File: config.mk
export PLATFORM = sky130hd
export DESIGN_NAME = parity_frame_tx
export DESIGN_NICKNAME = d
export VERILOG_FILES = /design/src/rtl/parity_frame_tx.sv
export SDC_FILE = /design/constraint.sdc
export NUM_CORES = 1
export LEC_CHECK = 0
export ABC_AREA = 1
export CAP_MARGIN = 30
export CORE_MARGIN = 10
export CORE_UTILIZATION = 46
export DETAILED_ROUTE_END_ITERATION = 6
export PLACE_DENSITY = 0.72
export SYNTH_ARGS = -nofsm -noshare
export SYNTH_HDL_FRONTEND = slang
export SYNTH_SLANG_ARGS = --single-unit
File: constraint.sdc
create_clock -name clk -period 1.3 [get_ports clk]
set_input_delay 0.26 -clock clk [delete_from_list [all_inputs] [get_ports clk]]
set_output_delay 0.26 -clock clk [all_outputs]
set_load 0.01 [all_outputs]
File: src/rtl/parity_frame_tx.sv
// Serial framing transmitter: start bit, four data bits LSB first, parity bit, stop bit.
// Bit timing comes from a BAUD_DIV-cycle divider; the line idles high.
module parity_frame_tx #(
  parameter int BAUD_DIV = 4
) (
  input  logic       clk,
  input  logic       rst_n,
  input  logic [3:0] in_data,
  input  logic       in_parity,
  input  logic       in_valid,
  output logic       in_ready,
  output logic       tx,
  output logic       busy,
  output logic       done
);

  localparam int               CNT_W    = (BAUD_DIV > 1) ? $clog2(BAUD_DIV) : 1;
  localparam logic [CNT_W-1:0] CNT_LAST = CNT_W'(BAUD_DIV - 1);

  typedef enum logic [2:0] {
    IDLE,
    START,
    DATA,
    PARITY,
    STOP
  } state_t;

  state_t           state_q;
  logic [CNT_W-1:0] cnt_q;
  logic [1:0]       bit_idx_q;
  logic [4:0]       shreg_q;
  logic             tx_q;
  logic             done_q;
  logic             bit_end;

  // With BAUD_DIV=1 the counter is pinned at zero and every cycle is a bit boundary.
  assign bit_end = (cnt_q == CNT_LAST);

  always_ff @(posedge clk or negedge rst_n) begin
    if (!rst_n) begin
      state_q   <= IDLE;
      cnt_q     <= '0;
      bit_idx_q <= '0;
      shreg_q   <= '0;
      tx_q      <= 1'b1;
      done_q    <= 1'b0;
    end else begin
      done_q <= 1'b0;
      unique case (state_q)
        IDLE: begin
          if (in_valid) begin
            shreg_q   <= {in_parity, in_data};
            state_q   <= START;
            cnt_q     <= '0;
            bit_idx_q <= '0;
            tx_q      <= 1'b0;
          end
        end
        START: begin
          if (bit_end) begin
            cnt_q   <= '0;
            state_q <= DATA;
            tx_q    <= shreg_q[0];
          end else begin
            cnt_q <= cnt_q + CNT_W'(1);
          end
        end
        DATA: begin
          if (bit_end) begin
            cnt_q     <= '0;
            shreg_q   <= {1'b0, shreg_q[4:1]};
            bit_idx_q <= bit_idx_q + 2'd1;
            // After the fourth shift the parity bit sits at the bottom, so the
            // next line value is always shreg_q[1].
            tx_q      <= shreg_q[1];
            if (bit_idx_q == 2'd3) begin
              state_q <= PARITY;
            end
          end else begin
            cnt_q <= cnt_q + CNT_W'(1);
          end
        end
        PARITY: begin
          if (bit_end) begin
            cnt_q   <= '0;
            state_q <= STOP;
            tx_q    <= 1'b1;
          end else begin
            cnt_q <= cnt_q + CNT_W'(1);
          end
        end
        STOP: begin
          if (bit_end) begin
            cnt_q   <= '0;
            state_q <= IDLE;
            done_q  <= 1'b1;
          end else begin
            cnt_q <= cnt_q + CNT_W'(1);
          end
        end
        default: begin
          state_q <= IDLE;
          cnt_q   <= '0;
          tx_q    <= 1'b1;
        end
      endcase
    end
  end

  // Ready is gated by rst_n so it drops at once when reset is asserted.
  assign in_ready = (state_q == IDLE) && rst_n;
  assign busy     = (state_q != IDLE);
  assign tx       = tx_q;
  assign done     = done_q;

endmodule

Yosys cells after proc, flatten, opt, wreduce, memory -nomap -nowiden. Index checks and enable logic that the tools add are counted. W data, S select, Z words.

Logic and storage cells: 51. Register bits after elaboration: 14. Input bits: 8. Output and inout bits: 4.

$add $sub $neg: 2. Bitwise operators: 1. Mux-type cells: 22. Equal/unequal tests: 12. Reduce and logical (&&, ||, !) cells: 8.

Operators by type and width (number): $mux W3 (6); $pmux W3 S5 (1); $ne A2 B2 Y1 const B (6); $mux W5 (2); $pmux W5 S2 (1); $pmux W2 S2 (2); $eq A3 B2 Y1 const B (2); $mux W1 (6); $mux W2 (3); $reduce_and A6 Y1 (1); $pmux W1 S5 (1); $reduce_and A5 Y1 (1); $add A2 B1 Y2 const B (2); $eq A2 B2 Y1 const B (2); $reduce_or A4 Y1 (1); $eq A3 B1 Y1 const B (1); $eq A3 B3 Y1 const B (1); $logic_not A3 Y1 (1); $reduce_and A3 Y1 (1); $reduce_bool A3 Y1 (1); $reduce_bool A2 Y1 (1); $logic_and A1 B1 Y1 (1); $not A1 Y1 (1).

Longest topological paths before layout.
Depth in word-level cells: 4. Depth in mapped cells: 9. Depth with buffers taken out: 9.

Worst setup path before layout. No wires, ideal clock.

Path type: reg-to-output. Start point: reg state_q[2]. End point: out in_ready. Stages on the path, launching flop included: 6. Path slack: 0.061 ns. Buffers on the path: 0. Arrival time: 0.979 ns. Required time: 1.040 ns. Cells stage by stage: dfrtp_1 inv_2 nand2_4 nor2_8 inv_1 nor2_1.

Word-level cells in the longest chain between the ends: 2.

RTL lines: start: declaration (RTL line 28) `state_t state_q;`; start signal: assignment (RTL line 41) `state_q <= IDLE;`; start signal: assignment (RTL line 53) `state_q <= START;`; start signal: assignment (RTL line 62) `state_q <= DATA;`; $logic_not A3 Y1 (RTL line 111) `assign in_ready = (state_q == IDLE) && rst_n;`; $logic_and A1 B1 Y1 (RTL line 111); end: declaration (RTL line 11) `output logic in_ready,`.

No other way between the ends.

Worst setup path in the final report.
Start point: reg state_q[0]. End point: out busy.

Word-level cells in the longest chain between the ends: 1.

RTL lines: $reduce_bool A3 Y1 (RTL line 112) `assign busy = (state_q != IDLE);`; end: declaration (RTL line 13) `output logic busy,`.

No other way between the ends.

==> flow_summary.ini <==
[run_status]
violations = setup timing
status = complete, but fails checks

[cts]
clkTransAtPathRegs_ps = 90
cts-root-buf = clkbuf_4
cts_tree = built
postCtsHoldBufs = 0
h-tree-depth = 1
cts_buffers = 3
clock-sinks = 14
clk_latency_ps = 280
cts.path.max_buffers = 2

[setup_path]
endpoint_kind = output pin
crit_end = busy
arrival_ps = 1160
crit_fanout = 2
crit_required_ps = 1040
r2r_end = state_q[2]
r2r_setup_slack_ps = 40
max_stage_delay_ps = 390
worst-path-stages = 6
crit_start = state_q[0]
critPathTopFamily = flip-flops
worst-path-buf-inv = 4
cpMaxStageDelayCell = dfrtp_1
ff2ff_path_depth = 8
cp-start-kind = flip-flop
r2r-start = state_q[2]
worstSetupPathType = reg -> out
cp_cell_sequence = inv_2, nand2_4, nor2_8, inv_2, buf_6, buf_6

[logic_synthesis]
synth_nets = 117
synth_cell_types = 20
synth_adder_area_share_pct = 3.04
synth_mux_area_share_pct = 0
ys_ff_latch = 14
yosys.area_share.simple_pct = 45.7
synth_cells = 107
syn_area_um2 = 823
synth_xor_xnor_area_share_pct = 0
synth_compound_area_share_pct = 1.98
synth_top_family_by_area = simple AND/OR/NAND/NOR gates
synth_area_per_cell_um2 = 7.69
yosysSeqAreaShare_pct = 42.7
yosysWarnings = 0

[placed_design]
io_buffers = 11
place_congestion = 0.894
dp_cells = 157
place_hpwl_um = 1390

[route]
vias_per_cell = 4.89
detail_route.wl_per_cell_um = 11.8
postRouteAntennaNets = 0
wl_met3_um = 116
wl_met2_um = 977
top_layer = met4
drt-initial-drc-count = 20
vias = 802
totalWireLength_um = 1930
wl_met1_um = 808
drc = 0
dr.pass1.iters = 6

[power_and_ir_drop]
p_int_mw = 1.58
p_sw_share_pct = 45.0
share_seq_of_total_power_pct = 25.5
p_comb_share_pct = 65.5
irDropWorstVdd_mv = 1.33
p_sw_mw = 1.29
p_leak_nw = 0.648
pwr-share-clk_pct = 9.1
powerDensity_nw_per_um2 = 2420

[floorplanning]
fp.dieH_um = 62.3
die_w_um = 62.3
core_area_um2 = 1710
num_rows = 15
initial_utilization_pct = 48.2
die-area_um2 = 3880
io_pins = 12

[job]
maxCapViolations = 0

[sta]
finalHoldViolCount = 0
fin_crit_sh_pct = 109
finalClockSkew_ps = 4.09
tightest_slew_ps = 182
rsz0062_at_grt = yes
setup_violations = 2
fmax_ghz = 0.706
finalSetupTns_ps = -234
holdWs_ps = 338
timing.slew.headroom_pct = 87.8
layout_min_cycle_time_ps = 1420
fin_ws_ps = -117
drv_slew = 0

[layout]
final_common_cell = nand2_1
drive_gt1_share_pct = 34.5
final-instance-count-excl-fill = 164
syn2layout_area_growth_pct = 44.1
layout_common_cells = 46 x nand2_1, 13 x buf_4, 12 x dfrtp_1
nets = 150
antenna_cells = 0

[grt]
grt_overflow = 0
grt_pass1_wl_um = 3240
gr-usage-all-layers_pct = 9.81
grt_start_max_net_pins = 15
antenna_found_initial = 0
grt_pass1_vias = 782

[hold_path]
hold_class = in -> async
-- layout make-up --
class	count	area [um2]
multi-input cells	82	474
fillers	125	522
well taps	25	31.3
inverters	10	47.5
clock buffers	4	26.3
flip-flops and latches	14	353
repair buffers	29	254
-- cell usage after synthesis, drive strengths merged --
cell type / number / area share (%)
nand2: 52 / 27
nor2: 11 / 8.8
inv: 10 / 5.2
nand4: 1 / 0.76
ha: 2 / 3.0
o21ai: 1 / 0.61
a31oi: 1 / 0.76
nand3: 12 / 7.9
dfstp: 1 / 3.2
a21oi: 1 / 0.61
buf: 1 / 1.4
dfrtp: 13 / 40
nand3b: 1 / 0.91
-- state kept, by name, summed over array words and instances, names as in the netlist --
register / cells
done: 1
state_q: 3
shreg_q: 5
tx: 1
cnt_q: 2
bit_idx_q: 2
-- logic make-up after synthesis --
group | after synthesis
fa+ha+maj | 2
compound gates | 3
flops | 14
buf+inv | 11
simple gates | 77
-- stage by stage --
| step | utilization [%] | setup WS (ps) | cell area [um2] | power [mW] |
|---|---|---|---|---|
| 3_3_place_gp | 62.4 | -381 | 1070 | 2.24 |
| 4_1_cts | 65.9 | -127 | 1120 | 2.63 |
| 6_report | 69.5 | -117 | 1190 | 2.87 |
| 5_1_grt | 69.5 | -207 | 1190 | 3.13 |
| 2_1_floorplan | - | 61.4 | 823 | 1.74 |
| 3_5_place_dp | 62.4 | -383 | 1070 | 2.29 |
-- worst min path at each step --
stage	startpoint	to	slack, ps	cells past startpoint
detailed placement	tx	tx	460	2
floorplan	rst_n	bit_idx_q[0]	-40	0
global route	rst_n	done	340	2
CTS	rst_n	done	340	2
finish	rst_n	done	340	2
global placement	shreg_q[3]	shreg_q[3]	450	2
-- power groups by stage --
stage               Combinational, mW  Sequential (mW)  Clock, mW
detailed placement               1.55            0.735          0
CTS                              1.63            0.729      0.264
floorplan                        1.01            0.728          0
global placement                 1.51            0.726          0
global route                     2.09            0.755      0.284
finish                           1.88            0.732      0.261
-- timing repair --
item                                    4_1_cts  5_1_grt
pin swaps                                     3        7
setup buffers                                 2        2
gates resized for setup                      20       17
endpoints found under the hold margin         0        0
endpoints found under the setup margin       14       16
-- metal layers --
layer / GRT usage, % / vias to the layer above
met1: 11.0 / 375
met4: 4.47 / 0
met2: 16.0 / 23
met5: 0 / -
met3: 3.76 / 6
li1: - / 398
Power figures use the tool's default switching activity.
